**src/rtl/mem_line_access_ctrl.sv**
```systemverilog
// mem_line_access_ctrl: MEM-stage data-memory access sequencer.
// Turns one pipeline request into one Wishbone line transaction (direct) or
// two (indirect: pointer word fetch, then the final access). It handles word
// and byte lanes over a LINE_WORDS x 16-bit line and re-issues on RTY.
// Optional feature macro: MEM_ACCESS_RETRY_LIMIT_EN. When it is defined, a
// per-phase RTY counter aborts the access with a sticky error after
// MAX_RETRY+1 retries.
module mem_line_access_ctrl #(
    parameter int LINE_WORDS = 8,
    parameter int ADDR_W     = 16,
    parameter int MAX_RETRY  = 15
) (
    input  logic                           clk,
    input  logic                           rst,
    input  logic                           stall,
    input  logic                           req_valid,
    input  logic                           req_we,
    input  logic                           req_byte,
    input  logic                           req_indirect,
    input  logic [ADDR_W-1:0]              req_addr,
    input  logic [15:0]                    req_wdata,
    output logic                           busy,
    output logic                           done,
    output logic [15:0]                    rdata,
    output logic                           error,
    output logic [ADDR_W-$clog2(LINE_WORDS)-2:0] wb_adr,
    output logic                           wb_cyc,
    output logic                           wb_stb,
    output logic                           wb_we,
    output logic [2*LINE_WORDS-1:0]        wb_sel,
    output logic [16*LINE_WORDS-1:0]       wb_dat_m,
    input  logic [16*LINE_WORDS-1:0]       wb_dat_s,
    input  logic                           wb_ack,
    input  logic                           wb_rty
);

    localparam int OFS_W = $clog2(LINE_WORDS) + 1;
    localparam int SEL_W = 2 * LINE_WORDS;
    localparam int DAT_W = 16 * LINE_WORDS;

    typedef enum logic [1:0] {
        IDLE,
        PTR,
        ACC,
        DONE
    } state_t;

    state_t          state;
    logic [15:0]     ptr_q;

    logic            accept;
    logic            ptr_ack;
    logic            acc_ack;
    logic            rty_hit;
    logic            give_up;
    logic            to_done;

    logic [ADDR_W-1:0] cur_ea;
    logic [15:0]       rd_word;
    logic [7:0]        rd_byte;
    logic [15:0]       load_val;

    logic [ADDR_W-1:0] nxt_ea;
    logic              nxt_byte;
    logic [OFS_W-2:0]  nxt_w;
    logic [SEL_W-1:0]  nxt_sel;
    logic [DAT_W-1:0]  nxt_dat;

    assign accept  = (state == IDLE) && req_valid;
    assign ptr_ack = (state == PTR) && wb_ack;
    assign acc_ack = (state == ACC) && wb_ack;
    // ACK takes priority, so an RTY only counts when no ACK is present.
    assign rty_hit = ((state == PTR) || (state == ACC)) && wb_rty && !wb_ack;
    assign to_done = acc_ack || give_up;

    // The stall request is combinational so it is already high in the
    // accepting IDLE cycle.
    assign busy = req_valid && (state != DONE);

    // Read-lane extraction for the phase currently on the bus.
    always_comb begin
        cur_ea   = ((state == ACC) && req_indirect) ? ADDR_W'(ptr_q) : req_addr;
        rd_word  = wb_dat_s[16*cur_ea[OFS_W-1:1] +: 16];
        rd_byte  = wb_dat_s[8*cur_ea[OFS_W-1:0] +: 8];
        load_val = req_byte ? {8'h00, rd_byte} : rd_word;
    end

    // Lane drive for the phase about to start: the first phase uses req_addr
    // (word-only when it is a pointer fetch), the final indirect phase uses
    // the pointer arriving on the bus this cycle.
    always_comb begin
        // NOTE: every output of a combinational block gets a default first so
        // no path leaves it unassigned and no latch is inferred.
        nxt_sel  = '0;
        nxt_dat  = '0;
        nxt_ea   = (state == PTR) ? ADDR_W'(rd_word) : req_addr;
        nxt_byte = (state == PTR) ? req_byte : (req_byte && !req_indirect);
        nxt_w    = nxt_ea[OFS_W-1:1];
        if (nxt_byte) begin
            nxt_sel[2*nxt_w +: 2]  = nxt_ea[0] ? 2'b10 : 2'b01;
            nxt_dat[16*nxt_w +: 16] = nxt_ea[0] ? {req_wdata[7:0], 8'h00}
                                                 : {8'h00, req_wdata[7:0]};
        end else begin
            nxt_sel[2*nxt_w +: 2]   = 2'b11;
            nxt_dat[16*nxt_w +: 16] = req_wdata;
        end
    end

`ifdef MEM_ACCESS_RETRY_LIMIT_EN
    localparam int RC_W = (MAX_RETRY > 0) ? $clog2(MAX_RETRY + 1) : 1;

    logic [RC_W-1:0] retry_cnt;
    logic            error_q;

    assign give_up = rty_hit && (retry_cnt == RC_W'(MAX_RETRY));
    assign error   = error_q;

    // Per-phase RTY counter, cleared whenever a bus phase starts.
    always_ff @(posedge clk or posedge rst) begin
        if (rst) begin
            retry_cnt <= '0;
        end else if (accept || ptr_ack) begin
            retry_cnt <= '0;
        end else if (rty_hit && !give_up) begin
            retry_cnt <= retry_cnt + 1'b1;
        end
    end

    // Sticky abort flag, cleared by the next accepted request.
    always_ff @(posedge clk or posedge rst) begin
        if (rst) begin
            error_q <= 1'b0;
        end else if (accept) begin
            error_q <= 1'b0;
        end else if (give_up) begin
            error_q <= 1'b1;
        end
    end
`else
    assign give_up = 1'b0;
    assign error   = 1'b0;
`endif

    // Sequencer FSM with registered Wishbone outputs, done pulse and load data.
    always_ff @(posedge clk or posedge rst) begin
        if (rst) begin
            state    <= IDLE;
            ptr_q    <= '0;
            rdata    <= '0;
            done     <= 1'b0;
            wb_cyc   <= 1'b0;
            wb_stb   <= 1'b0;
            wb_we    <= 1'b0;
            wb_adr   <= '0;
            wb_sel   <= '0;
            wb_dat_m <= '0;
        end else begin
            // NOTE: state registers use non-blocking assignments so every
            // right-hand side sees the pre-edge values of the whole block.
            done <= 1'b0;
            if (accept) begin
                state    <= req_indirect ? PTR : ACC;
                wb_cyc   <= 1'b1;
                wb_stb   <= 1'b1;
                wb_we    <= req_we && !req_indirect;
                wb_adr   <= nxt_ea[ADDR_W-1:OFS_W];
                wb_sel   <= nxt_sel;
                wb_dat_m <= nxt_dat;
            end else if (ptr_ack) begin
                state    <= ACC;
                ptr_q    <= rd_word;
                wb_we    <= req_we;
                wb_adr   <= nxt_ea[ADDR_W-1:OFS_W];
                wb_sel   <= nxt_sel;
                wb_dat_m <= nxt_dat;
            end else if (to_done) begin
                state    <= DONE;
                done     <= 1'b1;
                wb_cyc   <= 1'b0;
                wb_stb   <= 1'b0;
                wb_we    <= 1'b0;
                wb_adr   <= '0;
                wb_sel   <= '0;
                wb_dat_m <= '0;
                if (acc_ack && !req_we) begin
                    rdata <= load_val;
                end
            end else if ((state == DONE) && !stall) begin
                state <= IDLE;
            end
        end
    end

endmodule

```
**config.mk**
```make
export PLATFORM = sky130hd
export DESIGN_NAME = mem_line_access_ctrl
export DESIGN_NICKNAME = d
export VERILOG_FILES = /design/src/rtl/mem_line_access_ctrl.sv
export SDC_FILE = /design/constraint.sdc
export NUM_CORES = 1
export LEC_CHECK = 0
export CAP_MARGIN = 30
export CORE_ASPECT_RATIO = 1.25
export CORE_MARGIN = 3
export CORE_UTILIZATION = 45
export DETAILED_ROUTE_END_ITERATION = 7
export PLACE_DENSITY = 0.82
export SETUP_SLACK_MARGIN = 0.5
export SLEW_MARGIN = 20
export SYNTH_ARGS = -nofsm -noshare
export SYNTH_HDL_FRONTEND = slang
export SYNTH_SLANG_ARGS = --single-unit
```
**constraint.sdc**
```tcl
create_clock -name clk -period 6.33 [get_ports clk]
set_clock_uncertainty 0.05 [all_clocks]
set_input_delay 0.633 -clock clk [delete_from_list [all_inputs] [get_ports clk]]
set_output_delay 0.633 -clock clk [all_outputs]
set_load 0.01 [all_outputs]
```
==> results.py, run 1 <==
metrics = {
    "outcome": {
        "outcome": "completed",
    },
    "routing": {
        "vias": 8992,
        "drt-wirelength-per-cell_um": 21.0,
        "routed_via_density": 5.77,
        "drt-initial-drc-count": 758,
        "totalWireLength_mm": 32.7,
        "postRouteAntennaNets": 0,
        "drt_drc_violations_left": 0,
        "drt_pass_1_iters": 6,
    },
    "critical_path": {
        "timing.critical_path.to_type": "flip-flop",
        "critPathArrivalTime_ns": 5.07,
        "reg2regPathDepth": 12,
        "startpoint_type": "input port",
        "timing.critical_path.fanout_max": 18,
        "worst-setup-path-type": "in -> reg",
        "required_ns": 6.58,
    },
    "grt": {
        "grt_antenna_before_repair": 0,
        "via_count_of_the_first_global_routing_pass": 8971,
        "wire_length_of_the_first_global_routing_pass_mm": 50.8,
        "gr-usage-all-layers_pct": 28.8,
        "grt_max_degree": 92,
        "overflow": 0,
    },
    "floorplanning": {
        "dieArea_um2": 22500,
        "die_h_um": 167,
        "pin_count": 347,
        "placement_rows": 58,
        "core-area_um2": 20200,
        "effective_utilization_at_floorplan_pct": 46.0,
        "fp.dieW_um": 135,
    },
    "clocking": {
        "cts-resized-gates": 0,
        "cts.hold.buffers_added": 0,
        "clock_tree.buffer_depth": 2,
        "ctsHtreeMaxLevel": 4,
        "clock_sinks": 181,
        "cts_inserted_buffers": 17,
        "clk_latency_ns": 0.43,
        "worst_setup_hold_path_clk_slew_ns": 0.07,
        "cts_tree": "built",
        "cts.root.buffer_cell": "sky130_fd_sc_hd__clkbuf_16",
        "post_cts_buffers": 0,
    },
    "sta": {
        "layout_min_cycle_time_ns": 4.82,
        "slew_headroom_pct": 22.9,
        "rsz0062_at_grt": "false",
        "max_frequency_mhz": 207,
        "timing.hold.ws_ns": 0.430,
        "timing.final.setup_violations": 0,
        "totalNegativeSetupSlack_ns": 0,
        "worst_pin_slew_ns": 1.16,
        "finalHoldViolations": 0,
        "fin_crit_sh_pct": 76.2,
        "postLayoutSetupSlackWorst_ns": 1.51,
        "report.final.slew_viol_count": 0,
    },
    "hold_path": {
        "whs_path_depth": 2,
        "hold_path_class": "reg -> reg",
    },
    "pwr": {
        "pwr-share-seq_pct": 33.2,
        "powerDensity_nw_per_um2": 358,
        "sw_frac_of_total_pct": 39.5,
        "peakVddDrop_mv": 0.183,
        "pwr-share-comb_pct": 45.2,
        "cell_internal_pwr_mw": 2.94,
        "total_switching_power_mw": 1.92,
        "share_clk_of_total_power_pct": 21.6,
        "static-leakage-power_nw": 5.78,
    },
    "synth": {
        "ys_seq_elements": 181,
        "synth_top_cell_by_area": "sky130_fd_sc_hd__dfrtp_1",
        "cells_after_synthesis": 964,
        "ys_dominant_reg_cell": "sky130_fd_sc_hd__dfrtp_1",
        "synth_largest_type_area_fraction_pct": 48.6,
        "yosysWarnings": 0,
        "syn-mean-instance-area_um2": 9.66,
        "mappedNetlistNets": 1136,
        "synth-edff-count": 0,
        "synth.distinct_cells": 58,
        "syn_area_um2": 9320,
        "synth.top_cells.by_area": "sky130_fd_sc_hd__dfrtp_1 49%, sky130_fd_sc_hd__mux2i_1 12%, sky130_fd_sc_hd__o21ai_0 9.2%, sky130_fd_sc_hd__nand2_1 8.4%, sky130_fd_sc_hd__mux4_2 3.9%",
        "synth_top_cells_by_count": "209 x sky130_fd_sc_hd__nand2_1, 181 x sky130_fd_sc_hd__dfrtp_1, 171 x sky130_fd_sc_hd__o21ai_0, 110 x sky130_fd_sc_hd__mux2i_1, 44 x sky130_fd_sc_hd__clkbuf_1",
        "seq_area_frac_synth_pct": 48.6,
        "synth_async_sr_flop_share_pct": 100,
        "synthMostInstantiatedCell": "sky130_fd_sc_hd__nand2_1",
    },
    "layout": {
        "drive_gt1_share_pct": 6.75,
        "insertedDiodeCount": 0,
        "layout-area-overhead-vs-synth_pct": 45.4,
        "utilization_pct": 66.9,
        "n_fill_cell": 1593,
        "nets": 1447,
    },
    "run": {
        "maxCapViolCount": 0,
    },
    "place": {
        "port-buffer-count": 344,
        "pre_cts_ws_ns": 1.17,
        "hpwlAfterDp_mm": 24.5,
        "final_gp_congestion": 0.879,
    },
}
[layout make-up]
class | instances | area, um^2 | share of cell area [%]
inverter | 9 | 38.8 | 0.286
sequential | 181 | 4530 | 33.4
multi-input combinational | 702 | 4440 | 32.8
clock inverter | 15 | 158 | 1.16
tap | 270 | 338 | 2.49
clock buffer | 17 | 425 | 3.14
timing repair buffer | 364 | 3610 | 26.7
[final timing paths]
kind / start / end / slack (ns)
setup / recovery: req_indirect / wb_dat_m[67] / 1.51
hold / removal: wb_dat_m[50] / wb_dat_m[50] / 0.43
setup reg to reg: state[1] / wb_dat_m[67] / 1.56
hold reg to reg: wb_dat_m[50] / wb_dat_m[50] / 0.43
max in group asynchronous: rst / wb_dat_m[19] / 4.29
min in group asynchronous: rst / wb_sel[8] / 0.65
[power by group through the flow]
stage / Combinational (mW) / Clock [mW] / Sequential, mW
after floorplan: 1.08 / 0 / 1.69
after global placement: 2.12 / 0 / 1.62
after detailed placement: 2.18 / 0 / 1.63
after CTS: 2.19 / 1.05 / 1.61
after global routing: 2.37 / 1.11 / 1.65
final: 2.19 / 1.05 / 1.61
[per-stage QoR]
step	instance area, um^2	cells	power [mW]
after floorplan	9320	964	2.77
after global placement	12900	1524	3.74
after detailed placement	13000	1525	3.81
after CTS	13500	1557	4.86
after global routing	13500	1558	5.13
final	13500	1558	4.85
[registers in the layout, summed over array words and instances, names as in the netlist]
| register | flops |
|---|---|
| wb_stb | 1 |
| ptr_q | 4 |
| wb_dat_m | 128 |
| rdata | 16 |
| state | 2 |
| wb_we | 1 |
| wb_adr | 12 |
| wb_sel | 16 |
| done | 1 |
[cells in the final DEF (no fill, tap or decap), types with 11 or more instances in the layout]
cell type / n
sky130_fd_sc_hd__o21ai_0: 170
sky130_fd_sc_hd__o21ai_1: 12
sky130_fd_sc_hd__nor2_1: 29
sky130_fd_sc_hd__buf_4: 18
sky130_fd_sc_hd__clkbuf_16: 17
sky130_fd_sc_hd__a211oi_1: 11
sky130_fd_sc_hd__dfrtp_1: 181
sky130_fd_sc_hd__nand2_1: 209
sky130_fd_sc_hd__mux4_2: 16
sky130_fd_sc_hd__mux2i_1: 110
sky130_fd_sc_hd__nand3_1: 20
sky130_fd_sc_hd__clkdlybuf4s50_1: 344
sky130_fd_sc_hd__a21oi_1: 14
[worst max-delay path, cell delays in order]
cell and delay, ns:
sky130_fd_sc_hd__clkdlybuf4s50_1 0.57, sky130_fd_sc_hd__and3b_1 0.51, sky130_fd_sc_hd__buf_4 0.40, sky130_fd_sc_hd__mux2i_1 0.28, sky130_fd_sc_hd__mux2i_1 0.14, sky130_fd_sc_hd__o21a_1 0.22
sky130_fd_sc_hd__nor2_1 0.09, sky130_fd_sc_hd__a21oi_1 0.09, sky130_fd_sc_hd__ha_1 0.25, sky130_fd_sc_hd__ha_1 0.32, sky130_fd_sc_hd__nor4b_1 0.31, sky130_fd_sc_hd__nand4b_1 0.72
sky130_fd_sc_hd__o21ai_0 0.50
[logic make-up after synthesis]
| logic type | Yosys count | synth area share (%) |
|---|---|---|
| AND/OR/NAND/NOR | 292 | 13.2 |
| AO/OA/AOI/OAI | 273 | 17.4 |
| flip-flops | 181 | 48.6 |
| multiplexers | 133 | 16.5 |
| buffers and inverters | 81 | 3.79 |
| adder cells (fa/ha/maj) | 3 | 0.403 |
| other | 1 | 0.0403 |
[routing by layer]
metal	vias to the layer above	track usage (%)	routed length (um)
met3	59	6.92	3070
met2	503	49.9	16400
met4	0	9.65	1080
li1	4077	-	-
met1	4353	35.1	12200
met5	-	0	0
No activity file was read; power rests on OpenSTA's default activity.
==> run 2: changes to the inputs <==
--- a/config.mk
+++ b/config.mk
@@ -8,9 +8,9 @@
 export CAP_MARGIN = 30
 export CORE_ASPECT_RATIO = 1.25
 export CORE_MARGIN = 3
-export CORE_UTILIZATION = 45
+export CORE_UTILIZATION = 41
 export DETAILED_ROUTE_END_ITERATION = 7
-export PLACE_DENSITY = 0.82
+export PLACE_DENSITY = 0.79
 export SETUP_SLACK_MARGIN = 0.5
 export SLEW_MARGIN = 20
 export SYNTH_ARGS = -nofsm -noshare
==> constraint.sdc (replaced) <==
create_clock -name clk -period 4.2 [get_ports clk]
set_clock_uncertainty 0.05 [all_clocks]
set_input_delay 0.42 -clock clk [delete_from_list [all_inputs] [get_ports clk]]
set_output_delay 0.42 -clock clk [all_outputs]
set_load 0.01 [all_outputs]
==> run 2 against run 1 <==
Wire length increased by 2.3%. Sequential power is 51% higher. Utilization shrank 4.6 points. Register-to-register slack got worse by 0.76 ns. Critical path depth shrank 1. Worst setup slack got worse by 0.76 ns. Critical path type unchanged. Clock power grew 55%.
==> results.py, run 2 (same netlist as run 1, synthesis figures left out) <==
metrics = {
    "layout": {
        "largest_register_by_flop_count": "wb_dat_m",
        "layout-area-overhead-vs-synth_pct": 49.1,
        "drive_gt1_share_pct": 9.43,
        "insertedDiodeCount": 0,
        "design_area_um2": 13900,
        "layout.cells.most_common_list": "344 x sky130_fd_sc_hd__clkdlybuf4s50_1, 209 x sky130_fd_sc_hd__nand2_1, 178 x sky130_fd_sc_hd__dfrtp_1, 169 x sky130_fd_sc_hd__o21ai_0, 110 x sky130_fd_sc_hd__mux2i_1",
        "largest_register_ff_count": 128,
        "reg.largest.list": "wb_dat_m x128, rdata x16, wb_sel x16",
        "final_common_cell": "sky130_fd_sc_hd__clkdlybuf4s50_1",
        "fin_cells": 1598,
        "utilization_pct": 62.3,
        "nets": 1474,
    },
    "sta": {
        "timing.final.setup_violations": 0,
        "worst_pin_slew_ns": 0.711,
        "report.final.slew_viol_count": 0,
        "fin_crit_sh_pct": 82.2,
        "layout_min_cycle_time_ns": 3.45,
        "rsz0062_at_grt": "false",
        "slew_headroom_pct": 52.4,
        "timing.hold.ws_ns": 0.284,
        "finalHoldViolations": 0,
        "postLayoutSetupSlackWorst_ns": 0.747,
        "max_frequency_mhz": 290,
    },
    "pwr": {
        "peakVddDrop_mv": 0.341,
        "pwr-share-comb_pct": 45.8,
        "static-leakage-power_nw": 5.92,
        "pwr-share-seq_pct": 32.5,
        "cell_internal_pwr_mw": 4.60,
        "share_clk_of_total_power_pct": 21.8,
        "powerDensity_nw_per_um2": 539,
        "total_switching_power_mw": 2.88,
        "sw_frac_of_total_pct": 38.5,
    },
    "clocking": {
        "cts.root.buffer_cell": "sky130_fd_sc_hd__clkbuf_16",
        "cts.hold.buffers_added": 0,
        "clock_tree.buffer_depth": 2,
        "cts_inserted_buffers": 17,
        "clk_latency_ns": 0.43,
        "cts_tree": "built",
        "clock_sinks": 181,
        "worst_setup_hold_path_clk_slew_ns": 0.08,
        "ctsHtreeMaxLevel": 4,
    },
    "floorplanning": {
        "effective_utilization_at_floorplan_pct": 41.8,
        "fp.dieW_um": 141,
        "core-area_um2": 22300,
        "dieArea_um2": 24600,
        "pin_count": 347,
        "placement_rows": 61,
        "die_h_um": 175,
    },
    "critical_path": {
        "crit_top_cell": "sky130_fd_sc_hd__ha_1",
        "critPathMaxStageDelay_ns": 0.60,
        "timing.critical_path.fanout_max": 18,
        "cp_slowest_cell": "sky130_fd_sc_hd__clkdlybuf4s50_1",
        "worst-setup-path-type": "in -> reg",
        "worstSetupStartpoint": "req_addr[2]",
        "reg2reg_from": "ptr_q[1]",
        "startpoint_type": "input port",
        "required_ns": 4.48,
        "timing.critical_path.to_type": "flip-flop",
        "timing.critical_path.buf_inv": 3,
        "critPathArrivalTime_ns": 3.73,
        "crit_path_cell_trace": "clkdlybuf4s50_1 -> mux4_2 -> o32ai_2 -> nor3_2 -> a21o_1 -> inv_2 -> ha_1 -> ha_1 -> nor4b_2 -> nand2_1 -> buf_4 -> o21ai_0",
        "worst_path_dominant_cell_family": "buffers and inverters",
    },
    "outcome": {
        "outcome": "completed",
    },
    "routing": {
        "routed_via_density": 5.67,
        "drt_drc_violations_left": 0,
        "drt-initial-drc-count": 553,
        "vias": 9055,
        "postRouteAntennaNets": 0,
        "drt-wirelength-per-cell_um": 20.9,
        "drt_pass_1_iters": 5,
        "totalWireLength_mm": 33.5,
    },
    "place": {
        "final_gp_congestion": 0.949,
        "port-buffer-count": 344,
        "place_area_um2": 13200,
        "pre_cts_ws_ns": -0.0693,
        "dpl.cell_count": 1560,
        "hpwlAfterDp_mm": 25.8,
    },
    "grt": {
        "via_count_of_the_first_global_routing_pass": 9174,
        "overflow": 0,
        "grt_antenna_before_repair": 0,
        "gr-usage-all-layers_pct": 26.7,
        "grt_max_degree": 87,
        "wire_length_of_the_first_global_routing_pass_mm": 51.6,
    },
    "run": {
        "maxCapViolCount": 0,
    },
    "hold_path": {
        "hold_path_class": "in -> async",
    },
}
-- run 2: cell types whose count changed in the layout (fill, tap and decap cells not counted), moves of 2 or more --
cell,previous run,this run
sky130_fd_sc_hd__o32ai_2,0,2
sky130_fd_sc_hd__buf_12,0,5
sky130_fd_sc_hd__dfrtp_1,181,178
sky130_fd_sc_hd__buf_4,18,41
sky130_fd_sc_hd__o32ai_1,2,0
sky130_fd_sc_hd__dfrtp_2,0,3
sky130_fd_sc_hd__clkbuf_8,0,2
-- run 2: what timing repair did --
action                     in CTS  in global routing
resized for setup               2                 12
buffers inserted                0                  4
setup endpoints to repair      60                 93
-- run 2: power by group through the flow --
stage          logic, mW  registers (mW)  clock network (mW)
4_1_cts             3.39            2.42                1.66
6_report            3.42            2.43                1.63
5_1_grt             3.69            2.48                1.74
3_3_place_gp        3.31            2.43                   0
3_5_place_dp        3.38            2.46                   0
2_1_floorplan       1.63            2.55                   0
-- run 2: per-layer routing --
metal	track usage [%]	wire (um)	up-vias	part of all wire, %
li1	-	-	4129	-
met1	31.1	12400	4400	37
met2	46.6	16900	460	50
met3	6.55	2860	66	8.6
met4	11.7	1340	0	4.0
met5	0	0	-	0
-- run 2: through the flow --
| step | TNS (ns) | power [mW] |
|---|---|---|
| 4_1_cts | 0 | 7.47 |
| 6_report | 0 | 7.48 |
| 5_1_grt | 0 | 7.90 |
| 2_1_floorplan | 0 | 4.18 |
| 3_3_place_gp | 0 | 5.75 |
| 3_5_place_dp | -0.902 | 5.83 |
-- run 2: layout make-up --
cell class | instances | area, um^2
Inverter | 9 | 37.5
Timing Repair Buffer | 391 | 3860
Clock buffer | 19 | 453
Tap cell | 283 | 354
Multi-Input combinational cell | 702 | 4490
Sequential cell | 181 | 4530
Fill cell | 1907 | 8400
Clock inverter | 13 | 156
-- run 2: worst paths after layout --
| kind | slack (ns) | end | cells after the start |
|---|---|---|---|
| max | 0.75 | wb_dat_m[88] | 12 |
| min | 0.28 | wb_dat_m[22] | 2 |
| max reg2reg | 0.80 | wb_dat_m[47] | 12 |
| min reg2reg | 0.43 | wb_dat_m[114] | 2 |
| max in group asynchronous | 2.80 | wb_dat_m[87] | 4 |
| min in group clk | 0.43 | wb_dat_m[114] | 2 |
==> edit, RTL diff (config.mk and constraints of run 2) <==
`ADDR_W`: 16 -> 18.
--- a/src/rtl/mem_line_access_ctrl.sv
+++ b/src/rtl/mem_line_access_ctrl.sv
@@ -7,7 +7,7 @@
 // MAX_RETRY+1 retries.
 module mem_line_access_ctrl #(
     parameter int LINE_WORDS = 8,
-    parameter int ADDR_W     = 16,
+    parameter int ADDR_W     = 18,
     parameter int MAX_RETRY  = 15
 ) (
     input  logic                           clk,
Ports: changed (resized req_addr and wb_adr); port bits go from 347 to 351. The function was not compared with the original's and may differ.
==> edit against run 2 <==
- final cell count down 7.8%
- via count fell by 1.6%
- first-iteration DRC count down 4.9%
- power decreased by 3.4%
- critical endpoint is now wb_dat_m[0]
- largest cell class unchanged
- register-to-register slack gained 20 ps
- non-clock buffer count shrank 5
- utilization is 0.47 points lower
- count of clock-buffer cells in the layout shrank 2
- area after synthesis up 2.1%
- wire length is 5.5% higher
- die area up 2.0%
- worst setup slack improved by 12 ps
- sequential cell count rose by 2
- cell area increased by 0.26%
==> edit: results (changes against run 2) <==
sequential fraction of the synthesis area: 48.2% (-0.47 points)
GRT Total Usage: 27.9% (+1.1 points)
layout cells sized above 1: 9.32% (-0.11 points)
post-detail-place hpwl: 26800 microns (+4.2%)
placed cells: 1442 (-7.6%)
WL per Instance: 23.9 microns (+14%)
Final Wtd Congestion: 0.949 (about the same)
maximum vdd drop: 0.256 mV (-25%)
Max Fanout on Critical Path: 18 (unchanged)
leak pwr: 6.02 nW (+1.8%)
Async SR Flop Fraction: 100% (unchanged)
Num CTS Buffers: 17 (unchanged)
Max Root-Sink Buffers: 2 (unchanged)
Via-to-Cell Ratio: 6.04 (+6.7%)
Post-DP Area: 0.0133 sq mm (+1.3%)
grt ovf: 0 (unchanged)
vias in the first global route: 9165 (-0.098%)
Hold/Removal Path Class: flop to flop
warnings from Yosys: 0 (unchanged)
normalized max-slew margin: 46.5% (-5.9 points)
status: finished clean
global-route wire length before repair: 54000 microns (+4.7%)
Synth top cells by count: 183 x dfrtp_1, 93 x mux2i_1, 82 x a22o_1, 80 x nand2_1, 54 x clkbuf_1
synth top area cells: dfrtp_1 48%, mux2i_1 9.8%, a22o_1 7.6%, a32o_1 5.6%, mux4_2 3.3%
syn avg cell area: 11.0 sq um (+14%)
htree depth: 4 (unchanged)
Clock transition at path regs: 70 ps
worst skew pair latency: 410 ps (-20 ps)
Port Buffers: 348 (+1.2%)
fillers: 1859 (-2.5%)
syn nets: 1036 (-8.8%)
ant diodes: 0 (unchanged)
1st-iter DRT viols: 526 (-4.9%)
postcts setup bufs: 0 (unchanged)
Root Buffer: clkbuf_16
filler-free cell count of the finished design: 1474 (-7.8%)
largest net degree at the start of global routing: 90 (+3.4%)
CP arrival: 3740 ps (about the same)
Max Cap Viol: 0 (unchanged)
pre-CTS worst setup slack: 374 ps (+443 ps)
Fin. Hold Viols: 0 (unchanged)
initial antenna violation count: 0 (unchanged)
DRT Pass-1 Iters: 5 (unchanged)
Cell variety after synth: 63 (+8.6%)
Top Registers: wb_dat_m x128, rdata x16, wb_sel x16
==> edit: changes by cell type after synthesis, moves of 15 or more <==
cell | run 2 | this run
a22o_1 | 2 | 82
a32o_1 | 0 | 53
mux2i_1 | 110 | 93
nand2_1 | 209 | 80
nand4_1 | 3 | 18
o21ai_0 | 171 | 36
==> edit: area by class of cell <==
| cell class | instances | area (sq um) | area share, % |
|---|---|---|---|
| flip-flops and latches | 183 | 4580 | 32.9 |
| multi-input cells | 573 | 4530 | 32.5 |
| repair buffers | 386 | 3820 | 27.4 |
| clock buffers | 17 | 425 | 3.05 |
| well taps | 283 | 354 | 2.54 |
| clock inverters | 15 | 155 | 1.11 |
| inverters | 17 | 67.6 | 0.485 |
==> edit: kinds of logic (layout without fill, tap and decap cells) <==
| family | after synthesis | after routing | share of synthesized area (%) |
|---|---|---|---|
| adders and majority gates | 3 | 3 | 0.395 |
| other | 1 | 1 | 0.0394 |
| and+or+nand+nor | 179 | 179 | 9.43 |
| DFF | 183 | 183 | 48.2 |
| buffers and inverters | 106 | 435 | 4.80 |
| AOI/OAI and AO/OA | 272 | 272 | 22.7 |
| muxes | 118 | 118 | 14.4 |
==> edit: worst max-delay path, cell delays in order <==
cell	delay, ps
clkdlybuf4s50_1	760
mux4_2	430
nand2b_1	190
o221ai_1	370
ha_1	230
ha_1	320
nor4_1	280
and4_1	230
buf_4	280
a32o_1	210
==> edit: per-stage QoR <==
stage / hold slack [ps] / utilization [%]
after detailed placement: 415 / 59.3
after CTS: 431 / 61.8
after global routing: 456 / 61.9
after floorplan: 461 / -
final: 428 / 61.9
after global placement: 411 / 59.3
==> edit: timing repair <==
| action | 4_1_cts | 5_1_grt |
|---|---|---|
| endpoints found under the setup margin | 0 | 5 |
| hold endpoints to repair | 0 | 0 |
| gates resized for setup | 0 | 1 |
==> edit: worst paths after layout <==
| kind | start | to | slack [ps] | cells past startpoint |
|---|---|---|---|---|
| worst max-delay path | req_addr[2] | wb_dat_m[0] | 760 | 10 |
| max in group asynchronous | rst | wb_dat_m[115] | 2750 | 3 |
| worst min-delay path | wb_dat_m[100] | wb_dat_m[100] | 430 | 2 |
| min in group asynchronous | rst | wb_dat_m[56] | 450 | 2 |
| worst max register to register | state[0] | wb_dat_m[38] | 820 | 11 |
| worst min register to register | wb_dat_m[100] | wb_dat_m[100] | 430 | 2 |
==> edit: per-layer routing <==
layer  GRT usage, %  share of wire, %  vias up  routed length (microns)
met5              0                 0        -                        0
met4           11.5               3.8        0                     1340
met3           6.23               8.2       72                     2880
met2           48.2                51      495                    17900
met1           33.4                37     4379                    13200
li1               -                 -     3962                        -
==> edit: power by group <==
group          switching, W  internal [W]
clock network      0.000744      0.000842
registers          0.000313       0.00210
logic               0.00172       0.00150
total               0.00278       0.00445
